## config.mk

```make
export PLATFORM = sky130hd
export DESIGN_NAME = hier_leaf_stream_fifo
export DESIGN_NICKNAME = d
export VERILOG_FILES = /design/src/rtl/hier_leaf_stream_fifo.sv
export SDC_FILE = /design/constraint.sdc
export NUM_CORES = 1
export LEC_CHECK = 0
export CAP_MARGIN = 20
export CORE_UTILIZATION = 40
export CTS_BUF_LIST = sky130_fd_sc_hd__clkbuf_8 sky130_fd_sc_hd__clkbuf_16
export DETAILED_ROUTE_END_ITERATION = 10
export GPL_TIMING_DRIVEN = 0
export SLEW_MARGIN = 20
export SYNTH_ARGS = -nofsm -noshare
export SYNTH_HDL_FRONTEND = slang
export SYNTH_SLANG_ARGS = --single-unit
```

## constraint.sdc

```tcl
create_clock -name clk -period 3.1 [get_ports clk]
set_input_delay 0.31 -clock clk [delete_from_list [all_inputs] [get_ports clk]]
set_output_delay 0.31 -clock clk [all_outputs]
set_load 0.02 [all_outputs]
```

## src/rtl/hier_leaf_stream_fifo.sv

```systemverilog
// hier_leaf_stream_fifo
//   Leaf-level valid/ready stream buffer used beneath each fan-out node of the
//   generated hierarchy. It is a first-word fall-through FIFO with registered
//   occupancy and fill-level status decoded from that occupancy.
//
// Ports:
//   clk        single clock, all state updates on the rising edge
//   rst        synchronous reset, active-high
//   flush      synchronous clear of pointers/occupancy (contents are kept)
//   in_valid   upstream word present
//   in_ready   FIFO can accept a word (= !full)
//   in_data    upstream payload
//   out_valid  head word present (= !empty)
//   out_ready  downstream accepts head word
//   out_data   head payload, read combinationally from the storage array
//   count      current occupancy, 0..DEPTH
//   full       count == DEPTH
//   empty      count == 0
//   hwm        count >= HWM
//
// Optional feature (macro HIER_LEAF_PARITY_EN):
//   in_par     expected even parity of in_data
//   par_err    sticky error flag, set after an accepted push with bad parity,
//              cleared only by rst or flush
module hier_leaf_stream_fifo #(
  parameter int DATA_W = 8,
  parameter int DEPTH  = 4,
  parameter int HWM    = 3,
  localparam int ADDR_W = $clog2(DEPTH)
) (
  input  logic              clk,
  input  logic              rst,
  input  logic              flush,
  input  logic              in_valid,
  output logic              in_ready,
  input  logic [DATA_W-1:0] in_data,
`ifdef HIER_LEAF_PARITY_EN
  input  logic              in_par,
  output logic              par_err,
`endif
  output logic              out_valid,
  input  logic              out_ready,
  output logic [DATA_W-1:0] out_data,
  output logic [ADDR_W:0]   count,
  output logic              full,
  output logic              empty,
  output logic              hwm
);

  localparam logic [ADDR_W:0] FULL_LVL = DEPTH[ADDR_W:0];
  localparam logic [ADDR_W:0] HWM_LVL  = HWM[ADDR_W:0];

  logic [DATA_W-1:0] mem [DEPTH];
  logic [ADDR_W-1:0] wp;
  logic [ADDR_W-1:0] rp;
  logic              push;
  logic              pop;

  // Status comes straight from the registered count, so no extra latency.
  assign full      = (count == FULL_LVL);
  assign empty     = (count == '0);
  assign hwm       = (count >= HWM_LVL);
  assign in_ready  = !full;
  assign out_valid = !empty;
  assign out_data  = mem[rp];

  // A full FIFO refuses a push even when a pop happens in the same cycle.
  assign push = in_valid && !full;
  assign pop  = out_ready && !empty;

  // Storage is not cleared by reset or flush; only pointers and count are.
  always_ff @(posedge clk) begin
    if (!rst && !flush && push) begin
      mem[wp] <= in_data;
    end
  end

  // DEPTH is a power of two, so pointers wrap by plain overflow.
  always_ff @(posedge clk) begin
    if (rst || flush) begin
      wp    <= '0;
      rp    <= '0;
      count <= '0;
    end else begin
      if (push) wp <= wp + 1'b1;
      if (pop)  rp <= rp + 1'b1;
      case ({push, pop})
        2'b10:   count <= count + 1'b1;
        2'b01:   count <= count - 1'b1;
        default: count <= count;
      endcase
    end
  end

`ifdef HIER_LEAF_PARITY_EN
  always_ff @(posedge clk) begin
    if (rst || flush) begin
      par_err <= 1'b0;
    end else if (push && ((^in_data) ^ in_par)) begin
      par_err <= 1'b1;
    end
  end
`endif

endmodule

```

[Word level (Yosys, flattened, before mapping)]
Memories as Yosys holds them, arrays and structs flattened. A register that Yosys moved wholly into a read port is not among the register bits.
Cells that the tools add are included.
Word-level totals
  register bits: 7
  RAM bits: 32
  bits in read-only memories: 0
  memories: 1
  bits in latches: 0
  output and inout port bits: 16
  input port bits: 13
Memories
  mem: depth 4, width 8, read ports 1, clocked after Yosys merged registers in 1, wr ports 1, line 53  | logic [DATA_W-1:0] mem [DEPTH];
Operators by class
  shift operators: 0
  $mul: 0
  $lt $le $gt $ge: 1
  reduce and logical (&&, ||, !) cells: 11
  $add $sub $neg: 4
  muxes and demuxes: 5
  equal/unequal tests: 3
  divide/modulo/power cells: 0
  bitwise operators: 0
Operators by type and width (number)
  $pmux W3 S2: 1
  $add A2 B1 Y2 const B: 2
  $logic_and A1 B1 Y1: 4
  $logic_not A1 Y1: 4
  $mux W2: 2
  $add A3 B1 Y3 const B: 1
  $eq A3 B3 Y1 const B: 1
  $ge A3 B2 Y1 const B: 1
  $logic_not A3 Y1: 1
  $sub A3 B1 Y3 const B: 1
  $eq A2 B1 Y1 const B: 1
  $eq A2 B2 Y1 const B: 1
  $mux W1: 2
  $reduce_bool A2 Y1: 1
  $logic_or A1 B1 Y1: 1

[Depth between registers and ports, before layout]
Gate-level depths: netlist of the first run.
  word-level depth: 6
  depth in mapped cells: 10
  depth with buffers taken out: 10

[Worst setup path before layout of the first run]
OpenSTA, ideal clock, no wires.
  path type: flip-flop to flip-flop
  start point: reg count[2]
  end point: reg count[2]
  cell stages (with the launch flop): 11
  path buffers: 0
  path slack: 630 ps
  data arrival time: 2400 ps
  path through: dfxtp_1 > or3b_4 > clkinv_4 > nor2_4 > inv_1 > ha_1 > inv_1 > fa_1 > xor2_1 > or3_2 > a21oi_1
Between the ends
  longest elaborated chain between the ends: 5
RTL lines
  start, declared: line 44  | output logic [ADDR_W:0] count,
  start signal, assigned: line 88  | 2'b10: count <= count + 1'b1;
  start signal, assigned: line 89  | 2'b01: count <= count - 1'b1;
  start signal, assigned: line 90  | default: count <= count;
  $eq A3 B3 Y1 *: line 60  | assign full = (count == FULL_LVL);
  $logic_not A1 Y1 *
  named net in_ready: line 35  | output logic in_ready,
  $logic_and A1 B1 Y1 *: line 68  | assign push = in_valid && !full;
  $eq A2 B1 Y1 / $eq A2 B2 Y1 (equally long branches): line 87  | case ({push, pop})
  $pmux W3 S2 / $reduce_bool A2 Y1 (equally long branches)
Mark *: on every way through the listed nets, which the timed path passes. The rest lies on a longest branch.
A chain may end at the register's enable or synchronous reset.

[Final worst setup path of the first run]
  start point: reg count[2]
  end point: reg count[2]
Between the ends
  longest elaborated chain between the ends: 5
RTL lines (line)
  $eq A3 B3 Y1 / $logic_not A3 Y1 (equally long branches): 60, 61
  $logic_not A1 Y1 (on tied branches): 68, 69
  $logic_and A1 B1 Y1 (on tied branches): 68, 69
  $eq A2 B1 Y1 / $eq A2 B2 Y1 (equally long branches): 87
  $pmux W3 S2 / $reduce_bool A2 Y1 (equally long branches)
Parallel ways exist; a longest one is shown, timed or not.

==> summary.txt, run 1 <==
Die
  • Core area: 4000 um2
  • # IOs: 29
  • Die Area: 4445 um2
  • # rows: 23
  • Initial core utilization: 0.4182
  • Die Y: 66.67 um
  • Chip width: 66.67 um

Synthesis
  • Largest family of logic cells by synthesized area: multiplexers
  • Post-Syn Area: 1673 um2
  • Mux contribution to synthesized area: 0.1077
  • Post-synthesis compound-gate area fraction: 0.03964
  • Sequential share of the synthesized area: 0.6821
  • Synth Warn #: 0
  • Mapped Cells: 100
  • XOR/XNOR share of the synthesized area: 0.01047
  • Syn nets: 119
  • Avg Cell Area, Syn: 16.73 um2
  • Simple-gate share of the synthesized area: 0.08003
  • Adder-Cell Fraction of Synth Area: 0.04936
  • Distinct cell type count after synthesis: 31
  • FF+latch count, synth: 41

Critical path
  • Critical Path Source Type: flip-flop
  • Worst Setup End Kind: flip-flop
  • Arrival time worst endpoint: 2.66 ns
  • CP Capture Point: count[2]
  • WS Path Type: reg -> reg
  • R2R depth: 10
  • CP startpoint: count[2]
  • Worst EP required: 3.32 ns
  • Critical R2R Capture: count[2]
  • Critical path fanouts, max: 6
  • Reg-to-reg slack, setup: 0.66 ns
  • Worst r2r src: count[2]

STA
  • Hold WS: 0.5034 ns
  • Max transition margin: 0.6559
  • Final setup fails: 0
  • Fin crit share: 0.7863
  • Final Hold Viols: 0
  • PnR worst setup slack: 0.6624 ns
  • Tmin final: 2.438 ns
  • Max Slew Vio Count: 0
  • RSZ-0062 raised after global routing: no
  • Post-route setup TNS: 0 ns
  • Worst slew pin tran: 0.5161 ns
  • Fmax: 410.2 MHz
  • Final Skew: 0.003267 ns

Placement
  • Pre-CTS WS: 0.6674 ns
  • I/O Buffers: 28
  • Hpwl dp: 1893 um
  • Dpl cells: 178
  • RD Place Congestion: 0.7247

Route
  • Drt first pass iters: 4
  • Wirelength per Cell: 14.78 um
  • Final wirelength: 2749 um
  • Routed Antenna Nets: 0
  • Via count: 916
  • Initial DRC count: 19
  • Drt drc: 0
  • Routed vias/inst: 4.925

Pwr
  • Leakage: 0.7261 nW
  • Max IR drop VDD: 323.7 uV
  • Pwr Density: 519.8 nW/um2

CTS
  • Clk_lat worst skew: 0.29 ns
  • Post-CTS setup buffer count: 0
  • CTS Buf Count: 5
  • Clock sink count: 41
  • CTS clk-pin slew, worst paths: 0.08 ns
  • Htree depth: 2
  • Root Buffer Master: clkbuf_8
  • Clk buf depth: 2
  • Post-CTS sizing: 0
  • TritonCTS clock tree: yes
  • Post-CTS Hold Buffers: 0

Global route
  • Global-route wire length before repair: 4298 um
  • Vias in the first global route: 899
  • Initial antenna violation count: 0
  • Grt ovf: 0
  • Largest net degree at the start of global routing: 13
  • Total Routing Usage GR: 0.1415

Flow run
  • Max-cap violations: 0

Layout
  • Antenna Diode Count: 0
  • Layout Cells excl Fill: 186
  • Layout area overhead: 26.85%
  • Final-stage net count: 154
  • Layout cell share with drive strength beyond 1: 0.2059
  • Fill count: 340
  • Fin util: 0.5305

Status
  • Status: finished, final reports clean

Worst hold path
  • Worst Hold Class: reg -> reg
-- layout make-up --
type,count,area (um2),area share
tap,50,62.56,0.02948
sequential,41,1141,0.5377
clock buffer,5,68.82,0.03243
inverter,9,38.79,0.01828
clock inverter,3,37.54,0.01769
buffer,3,12.51,0.005896
timing repair buffer,28,280.3,0.1321
multi-input combinational,47,480.5,0.2264
-- sequential cells by signal (all words and copies together), names as in the netlist, named ones only --
name	flops
mem	32
wp	2
rp	2
count	3
-- how the worst min path moves through the flow --
| stage | to | cells after the start | from | slack (ns) |
|---|---|---|---|---|
| 6_report | flip-flop | 2 | rp[0] | 0.50 |
| 5_1_grt | flip-flop | 2 | rp[0] | 0.53 |
| 4_1_cts | flip-flop | 2 | rp[0] | 0.50 |
| 3_5_place_dp | flip-flop | 2 | rp[0] | 0.49 |
| 3_3_place_gp | rp[1] | 2 | rp[1] | 0.47 |
| 2_1_floorplan | mem[0][0] | 0 | in_data[0] | 0.41 |
-- cell usage after synthesis --
cell       n  share of area
and2_4     1         0.0052
fa_1       1          0.012
o31ai_2    1         0.0075
nand2_1    2         0.0045
a21oi_1    4          0.012
or3_2      1         0.0045
dfxtp_1    9           0.11
a21o_2     1         0.0052
and3_2     3          0.013
inv_1      7          0.016
edfxtp_1  32           0.57
xor2_1     2          0.010
clkbuf_1   1         0.0022
and3_1     1         0.0037
nand3_1    1         0.0030
or3_4      1         0.0067
o21ai_1    2         0.0060
or2_2      1         0.0037
clkinv_4   1         0.0052
o21ai_0    3         0.0090
buf_1      1         0.0022
or3_1      1         0.0037
buf_2      1         0.0030
nor2_1     4         0.0090
nand4b_1   1         0.0052
inv_2      1         0.0022
nor2_4     1         0.0067
nand4_1    1         0.0037
mux4_2     8           0.11
ha_1       5          0.037
or3b_4     1         0.0067
-- per-layer routing --
metal	GRT usage	wire length (um)	up-vias
met1	0.1766	1265	442
met2	0.2184	1315	19
met4	0.06383	54	0
met3	0.05137	113	5
li1	-	-	450
met5	0	0	-
-- through the flow --
stage	cell area [um2]	power [mW]
final	2122	1.103
after global routing	2122	1.146
after CTS	2122	1.113
after detailed placement	2016	0.7055
after global placement	2016	0.7024
after floorplan	1673	0.6605
-- critical path, cell delays in order (launching register included) --
cell and delay, ns:
dfxtp_1 0.40, or3b_4 0.44, clkinv_4 0.08, nor2_4 0.04, inv_1 0.05, ha_1 0.18, inv_1 0.07, fa_1 0.38
xor2_1 0.16, or3_2 0.41, a21oi_1 0.16
-- layout by cell type (no fill, tap or decap), drive strengths merged --
| cell type | instances |
|---|---|
| or2 | 1 |
| nor2 | 5 |
| clkbuf | 6 |
| nand4 | 1 |
| clkdlybuf4s50 | 28 |
| edfxtp | 32 |
| dfxtp | 9 |
| xor2 | 2 |
| inv | 9 |
| buf | 2 |
| or3 | 3 |
| or3b | 1 |
| a21o | 1 |
| o21ai | 5 |
| and3 | 4 |
| clkinv | 2 |
| nand4b | 1 |
| nand2 | 2 |
| bufinv | 1 |
| and2 | 1 |
| ha | 5 |
| mux4 | 8 |
| nand3 | 1 |
| a21oi | 4 |
| fa | 1 |
| o31ai | 1 |
-- report_power, final --
| part | switching [mW] | total, mW | leakage, nW | internal (mW) |
|---|---|---|---|---|
| Combinational | 0.0431 | 0.0891 | 0.307 | 0.0460 |
| Clock | 0.176 | 0.411 | 0.0570 | 0.234 |
| Sequential | 0.00433 | 0.603 | 0.362 | 0.599 |
| Total | 0.224 | 1.10 | 0.726 | 0.879 |
-- kinds of logic after synthesis --
kind of cell               count (synthesis)
buffers and inverters                     12
and+or+nand+nor                           20
muxes                                      8
DFF                                       41
adders and majority gates                  6
AOI/OAI and AO/OA                         11
xor gates and xnor gates                   2
Note: power is estimated with default switching activity, not from simulation.
==> run 2, diff against run 1 <==
==> constraint.sdc (replaced) <==
create_clock -name clk -period 2.5 [get_ports clk]
set_input_delay 0.25 -clock clk [delete_from_list [all_inputs] [get_ports clk]]
set_output_delay 0.25 -clock clk [all_outputs]
set_load 0.02 [all_outputs]
==> run 2 against run 1 <==
Against the previous run:
- register-to-register slack worse by 0.55 ns
- first-iteration DRC count increased by 11%
- cell count up 0.54%
- clock skew is 0.00087 ns higher
- count of clock-buffer cells in the layout stayed put
- sequential power grew 24%
- core utilization increased by 0.25 points
- flip-flop and latch count is the same
==> summary.txt, run 2 (synthesis results as in run 1) <==
Route
  • Initial DRC count: 21 (was 19)
  • Drt first pass iters: 4 (unchanged)
  • Final wirelength: 2764 um (was 2749 um)
  • Routed vias/inst: 4.925 (about the same)
  • Drt drc: 0 (unchanged)
  • Via count: 921 (was 916)
  • Routed Antenna Nets: 0 (unchanged)
  • Wirelength per Cell: 14.78 um (about the same)

CTS
  • Post-CTS Hold Buffers: 0 (unchanged)
  • Clock sink count: 41 (unchanged)
  • Clk_lat worst skew: 0.29 ns (about the same)
  • Clk buf depth: 2 (unchanged)
  • Root Buffer Master: clkbuf_8 (unchanged)
  • CTS Buf Count: 5 (unchanged)
  • Htree depth: 2 (unchanged)
  • CTS clk-pin slew, worst paths: 0.08 ns (about the same)
  • TritonCTS clock tree: yes (unchanged)

Critical path
  • Arrival time worst endpoint: 2.61 ns (was 2.66 ns)
  • Worst r2r src: count[0] (was count[2])
  • Crit path max-delay family: simple AND/OR/NAND/NOR gates (unchanged)
  • Worst Setup End Kind: flip-flop (unchanged)
  • Most used cell, CP: inv_1 (unchanged)
  • Critical path fanouts, max: 6 (unchanged)
  • Crit-path slowest cell: or3b_4 (unchanged)
  • Reg-to-reg slack, setup: 0.11 ns (was 0.66 ns)
  • Critical Path Source Type: flip-flop (unchanged)
  • Worst EP required: 2.72 ns (was 3.32 ns)
  • CP startpoint: count[0] (was count[2])
  • R2R depth: 10 (unchanged)
  • Critical R2R Capture: count[2] (unchanged)
  • CP Depth: 10 (unchanged)
  • WS Path Type: reg -> reg (unchanged)
  • Peak per-stage delay on the critical path: 0.43 ns (was 0.44 ns)
  • CP Capture Point: count[2] (unchanged)
  • Buf+Inv Stages, Crit Path: 3 (unchanged)
  • CP Cell Sequence: or3b_4 -> clkinv_4 -> nor2_4 -> inv_1 -> ha_1 -> inv_1 -> fa_1 -> xor2_1 -> or3_2 -> a21oi_1 (unchanged)

Layout
  • Fill count: 338 (was 340)
  • Antenna Diode Count: 0 (unchanged)
  • Largest reg by FF count: mem (unchanged)
  • Fin util: 0.5330 (was 0.5305)
  • Largest register FFs: 32 (unchanged)
  • Most frequent cells in the layout: edfxtp_1 (32), clkdlybuf4s50_1 (28), inv_1 (8), mux4_2 (8), dfxtp_1 (7) (was edfxtp_1 (32), clkdlybuf4s50_1 (28), dfxtp_1 (9), inv_1 (8), mux4_2 (8))
  • Final-stage net count: 155 (was 154)
  • Most common cell after layout, fill and taps aside: edfxtp_1 (unchanged)
  • Final instance area: 2132 um2 (was 2122 um2)
  • Layout cell share with drive strength beyond 1: 0.2263 (was 0.2059)
  • Layout area overhead: 27.45% (was 26.85%)
  • Largest regs: mem (32), count (3) (unchanged)

Global route
  • Total Routing Usage GR: 0.1415 (unchanged)
  • Largest net degree at the start of global routing: 13 (unchanged)
  • Vias in the first global route: 899 (unchanged)
  • Grt ovf: 0 (unchanged)
  • Global-route wire length before repair: 4298 um (unchanged)
  • Initial antenna violation count: 0 (unchanged)

Placement
  • Hpwl dp: 1893 um (unchanged)
  • I/O Buffers: 28 (unchanged)
  • DP Area: 2016 um2 (unchanged)
  • RD Place Congestion: 0.7247 (unchanged)
  • Pre-CTS WS: 0.07836 ns (was 0.6674 ns)

STA
  • Final setup fails: 0 (unchanged)
  • Fmax: 418.2 MHz (was 410.2 MHz)
  • RSZ-0062 raised after global routing: no (unchanged)
  • PnR worst setup slack: 0.1089 ns (was 0.6624 ns)
  • Worst slew pin tran: 0.5172 ns (was 0.5161 ns)
  • Fin crit share: 0.9565 (was 0.7863)
  • Final Hold Viols: 0 (unchanged)
  • Max transition margin: 0.6552 (was 0.6559)
  • Tmin final: 2.391 ns (was 2.438 ns)
  • Post-route setup TNS: 0 ns (unchanged)
  • Max Slew Vio Count: 0 (unchanged)
  • Final Skew: 0.004137 ns (was 0.003267 ns)

Die
  • Die Y: 66.67 um (unchanged)
  • # rows: 23 (unchanged)
  • # IOs: 29 (unchanged)
  • Core area: 4000 um2 (unchanged)
  • Chip width: 66.67 um (unchanged)
  • Die Area: 4445 um2 (unchanged)
  • Initial core utilization: 0.4182 (unchanged)

Flow run
  • Max-cap violations: 0 (unchanged)

Pwr
  • Pwr Density: 641.6 nW/um2 (was 519.8 nW/um2)
  • Max IR drop VDD: 402.1 uV (was 323.7 uV)
  • Leakage: 0.7312 nW (was 0.7261 nW)

Status
  • Status: finished, final reports clean (unchanged)

Worst hold path
  • Worst Hold Class: reg -> reg (unchanged)
-- run 2: cell type report --
type	count	area, um2	share of cell area
multi-input cells	47	480.5	0.2254
inverters	9	38.79	0.01819
plain buffers	3	12.51	0.005869
flip-flops and latches	41	1144	0.5364
clock buffers	5	68.82	0.03228
well taps	50	62.56	0.02934
clock inverters	3	37.54	0.01761
repair buffers	29	287.8	0.1350
-- run 2: worst min-delay path by stage --
| stage | depth (start not counted) | from | to |
|---|---|---|---|
| 2_1_floorplan | 0 | in_data[0] | mem[0][0] |
| 6_report | 2 | rp[0] | flip-flop |
| 5_1_grt | 2 | rp[0] | flip-flop |
| 3_5_place_dp | 2 | rp[0] | flip-flop |
| 4_1_cts | 2 | rp[0] | flip-flop |
| 3_3_place_gp | 2 | rp[1] | rp[1] |
-- run 2: metrics by stage --
step | hold slack [ns] | instances | power [mW]
2_1_floorplan | 0.3489 | 100 | 0.8191
3_3_place_gp | 0.4724 | 178 | 0.8710
3_5_place_dp | 0.4918 | 178 | 0.8749
4_1_cts | 0.5023 | 186 | 1.380
5_1_grt | 0.5308 | 187 | 1.422
6_report | 0.5034 | 187 | 1.368
-- run 2: worst min-delay path, cell delays in order, from the launching register on --
cell and delay [ns]:
dfxtp_1 0.32, nand2_1 0.08, o21ai_1 0.05
-- run 2: timing repair --
item	4_1_cts	5_1_grt
setup buffers	0	1
endpoints found under the setup margin	0	1
gates resized for setup	0	2
endpoints found under the hold margin	0	0
-- run 2: routing by layer --
layer	vias up	track usage	wire length, um
li1	450	-	-
met1	447	0.1766	1247
met2	19	0.2184	1353
met3	5	0.05137	109
met4	0	0.06383	53
met5	-	0	0
-- run 2: where the power goes --
part / leakage (nW) / internal (mW) / switching [mW]
registers: 0.363 / 0.743 / 0.00536
logic: 0.311 / 0.0573 / 0.0534
clock network: 0.0570 / 0.291 / 0.218
total: 0.731 / 1.09 / 0.277
==> run 3, diff against run 2 <==
--- a/config.mk
+++ b/config.mk
@@ -5,6 +5,7 @@
 export SDC_FILE = /design/constraint.sdc
 export NUM_CORES = 1
 export LEC_CHECK = 0
+export ABC_AREA = 1
 export CAP_MARGIN = 20
 export CORE_UTILIZATION = 40
 export CTS_BUF_LIST = sky130_fd_sc_hd__clkbuf_8 sky130_fd_sc_hd__clkbuf_16
==> run 3 against run 2 <==
Against the previous run:
- die area up 3.1%
- area after synthesis is 3.2% higher
- clock power up 3%
- maximum frequency grew 9.4%
- clock skew up 0.0061 ns
- total power is 3.8% higher
- non-clock buffer count is 2 lower
- first-iteration DRC count increased to 3.6 times the previous value
- critical endpoint is now out_data[3]
- count of clock-buffer cells in the layout unchanged
- via count is 27% higher
- global-route usage grew 1.7 points
- register-to-register slack improved by 0.51 ns
==> summary.txt, run 3 <==
Layout
  • Fin util: 0.5346 (was 0.5330)
  • Largest regs: mem (32), count (3) (unchanged)
  • Layout cell share with drive strength beyond 1: 0.09783 (was 0.2263)
  • Layout area overhead: 26.52% (was 27.45%)
  • Final-stage net count: 202 (was 155)
  • Largest reg by FF count: mem (unchanged)
  • Largest register FFs: 32 (unchanged)
  • Most frequent cells in the layout: edfxtp_1 (32), clkdlybuf4s50_1 (28), nor2_1 (27), inv_1 (17), o21ai_0 (15) (was edfxtp_1 (32), clkdlybuf4s50_1 (28), inv_1 (8), mux4_2 (8), dfxtp_1 (7))
  • Fill count: 346 (was 338)
  • Antenna Diode Count: 0 (unchanged)
  • Most common cell after layout, fill and taps aside: edfxtp_1 (unchanged)

Critical path
  • Worst EP required: 2.25 ns (was 2.72 ns)
  • CP Cell Sequence: inv_1 -> o21ai_0 -> o22ai_1 -> clkdlybuf4s50_1 (was or3b_4 -> clkinv_4 -> nor2_4 -> inv_1 -> ha_1 -> inv_1 -> fa_1 -> xor2_1 -> or3_2 -> a21oi_1)
  • Peak per-stage delay on the critical path: 0.63 ns (was 0.43 ns)
  • Crit-path slowest cell: clkdlybuf4s50_1 (was or3b_4)
  • Critical path fanouts, max: 9 (was 6)
  • Critical Path Source Type: flip-flop (unchanged)
  • WS Path Type: reg -> out (was reg -> reg)
  • Arrival time worst endpoint: 1.94 ns (was 2.61 ns)
  • Worst Setup End Kind: output port (was flip-flop)

Synthesis
  • Post-synthesis compound-gate area fraction: 0.1080 (was 0.03964)
  • Largest family of logic cells by synthesized area: simple AND/OR/NAND/NOR gates (was multiplexers)
  • Syn nets: 167 (was 119)
  • Synth Warn #: 0 (unchanged)
  • Ys async rst share: 0 (unchanged)
  • Post-synth top area share: 0.5565 (was 0.5744)
  • Area leader, netlist: edfxtp_1 (unchanged)
  • Post-synth EDFFs: 32 (unchanged)
  • Top post-synthesis cells by count: edfxtp_1 (32), nor2_1 (27), inv_1 (17) (was edfxtp_1 (32), dfxtp_1 (9), mux4_2 (8))
  • Post-Syn Area: 1727 um2 (was 1673 um2)
  • Synth area leaders: edfxtp_1 (56%), dfxtp_1 (10%), nor2_1 (5.9%), o21ai_0 (4.3%), inv_1 (3.7%) (was edfxtp_1 (57%), dfxtp_1 (11%), mux4_2 (11%), ha_1 (3.7%), inv_1 (1.6%))
  • Distinct cell type count after synthesis: 19 (was 31)
  • Mux contribution to synthesized area: 0 (was 0.1077)
  • Avg Cell Area, Syn: 11.67 um2 (was 16.73 um2)
  • Sequential share of the synthesized area: 0.6609 (was 0.6821)
  • XOR/XNOR share of the synthesized area: 0 (was 0.01047)
  • Most used flip-flop cell after synthesis: edfxtp_1 (unchanged)
  • Simple-gate share of the synthesized area: 0.1290 (was 0.08003)
  • FF+latch count, synth: 41 (unchanged)
  • Adder-Cell Fraction of Synth Area: 0.04783 (was 0.04936)
  • Top-count cell post-synth: edfxtp_1 (unchanged)
  • Mapped Cells: 148 (was 100)

CTS
  • Post-CTS sizing: 0 (unchanged)
  • Clk buf depth: 2 (unchanged)
  • Clock sink count: 41 (unchanged)
  • CTS Buf Count: 5 (unchanged)
  • Clk_lat worst skew: 0.29 ns (about the same)
  • CTS clk-pin slew, worst paths: 0.07 ns (was 0.08 ns)
  • Post-CTS Hold Buffers: 0 (unchanged)
  • Htree depth: 2 (unchanged)
  • Post-CTS setup buffer count: 0 (unchanged)
  • Root Buffer Master: clkbuf_8 (unchanged)
  • TritonCTS clock tree: yes (unchanged)

STA
  • Fmax: 457.5 MHz (was 418.2 MHz)
  • RSZ-0062 raised after global routing: no (unchanged)
  • Hold WS: 0.4900 ns (was 0.5034 ns)
  • Fin crit share: 0.8743 (was 0.9565)
  • Post-route setup TNS: 0 ns (unchanged)
  • Max transition margin: 0.4569 (was 0.6552)
  • PnR worst setup slack: 0.3143 ns (was 0.1089 ns)
  • Final Hold Viols: 0 (unchanged)
  • Max Slew Vio Count: 0 (unchanged)
  • Final setup fails: 0 (unchanged)
  • Final Skew: 0.01028 ns (was 0.004137 ns)
  • Worst slew pin tran: 0.8116 ns (was 0.5172 ns)
  • Tmin final: 2.186 ns (was 2.391 ns)

Global route
  • Initial antenna violation count: 0 (unchanged)
  • Vias in the first global route: 1154 (was 899)
  • Global-route wire length before repair: 5030 um (was 4298 um)
  • Total Routing Usage GR: 0.1585 (was 0.1415)
  • Grt ovf: 0 (unchanged)
  • Largest net degree at the start of global routing: 15 (was 13)

Route
  • Routed vias/inst: 5.009 (was 4.925)
  • Wirelength per Cell: 13.74 um (was 14.78 um)
  • Drt drc: 0 (unchanged)
  • Final wirelength: 3214 um (was 2764 um)
  • Via count: 1172 (was 921)
  • Routed Antenna Nets: 0 (unchanged)
  • Drt first pass iters: 4 (unchanged)
  • Initial DRC count: 76 (was 21)

Die
  • Initial core utilization: 0.4225 (was 0.4182)
  • Die Area: 4583 um2 (was 4445 um2)
  • Core area: 4086 um2 (was 4000 um2)
  • # IOs: 29 (unchanged)
  • # rows: 23 (unchanged)
  • Chip width: 67.70 um (was 66.67 um)
  • Die Y: 67.70 um (was 66.67 um)

Placement
  • Hpwl dp: 2196 um (was 1893 um)
  • RD Place Congestion: 0.7200 (was 0.7247)
  • Pre-CTS WS: 0.3445 ns (was 0.07836 ns)
  • I/O Buffers: 28 (unchanged)

Status
  • Status: finished, final reports clean (unchanged)

Worst hold path
  • Worst Hold Class: reg -> reg (unchanged)

Pwr
  • Max IR drop VDD: 420.6 uV (was 402.1 uV)
  • Leakage: 0.7932 nW (was 0.7312 nW)
  • Pwr Density: 650.1 nW/um2 (was 641.6 nW/um2)

Flow run
  • Max-cap violations: 0 (unchanged)
==> run 3: cell count changes after synthesis, sizes merged, moves of 4 or more <==
cell / before / now
nand2: 2 / 11
and3: 4 / 0
nand3: 1 / 6
nor2: 5 / 28
o22ai: 0 / 8
inv: 8 / 19
mux4: 8 / 0
o21ai: 5 / 19
==> run 3: final cells by class <==
class                           count  area (um2)  area share
Clock inverter                      3       46.29     0.02119
Buffer                              2       22.52     0.01031
Multi-Input combinational cell     86       491.7      0.2251
Inverter                           19       71.32     0.03265
Tap cell                           50       62.56     0.02864
Timing Repair Buffer               28       280.3      0.1283
Sequential cell                    41        1141      0.5223
Clock buffer                        5       68.82     0.03150
==> run 3: report_power, final <==
part           switching [mW]  internal [mW]
registers             0.00782          0.745
clock network           0.227          0.299
logic                  0.0775         0.0640
total                   0.313           1.11
==> run 3: path summary, 6_finish.rpt <==
path,start,end,slack (ns),cells past startpoint
worst max-delay path,flip-flop,out_data[3],0.31,4
worst min-delay path,count[0],count[0],0.49,1
worst max register to register,count[2],count[2],0.62,13
worst min register to register,count[0],count[0],0.49,1
==> run 3: critical path, delay by kind of cell, from the launching register on <==
family / cells / cell delay [ns]
buffers and inverters: 2 / 0.92
DFF: 1 / 0.42
AOI/OAI and AO/OA: 2 / 0.31
==> run 3: metrics by stage <==
stage | cells | total power [mW] | instance area [um2]
after floorplan | 148 | 0.8409 | 1727
after global placement | 226 | 0.9068 | 2069
after detailed placement | 226 | 0.9109 | 2069
after CTS | 234 | 1.429 | 2185
after global routing | 234 | 1.472 | 2185
final | 234 | 1.420 | 2185
==> run 3: per-layer routing <==
layer / vias to the layer above / GRT usage / share of wire / wire [um]
met5: - / 0 / 0 / 0
met4: 0 / 0.06915 / 0.011 / 34
met3: 4 / 0.05574 / 0.048 / 153
met2: 30 / 0.2735 / 0.51 / 1648
met1: 558 / 0.1742 / 0.43 / 1378
li1: 580 / - / - / -
==> run 3: cells by family (layout without fill, tap and decap cells) <==
group,after synthesis,after routing
simple gates,47,47
flops,41,41
compound gates,33,33
buf+inv,21,57
fa+ha+maj,6,6
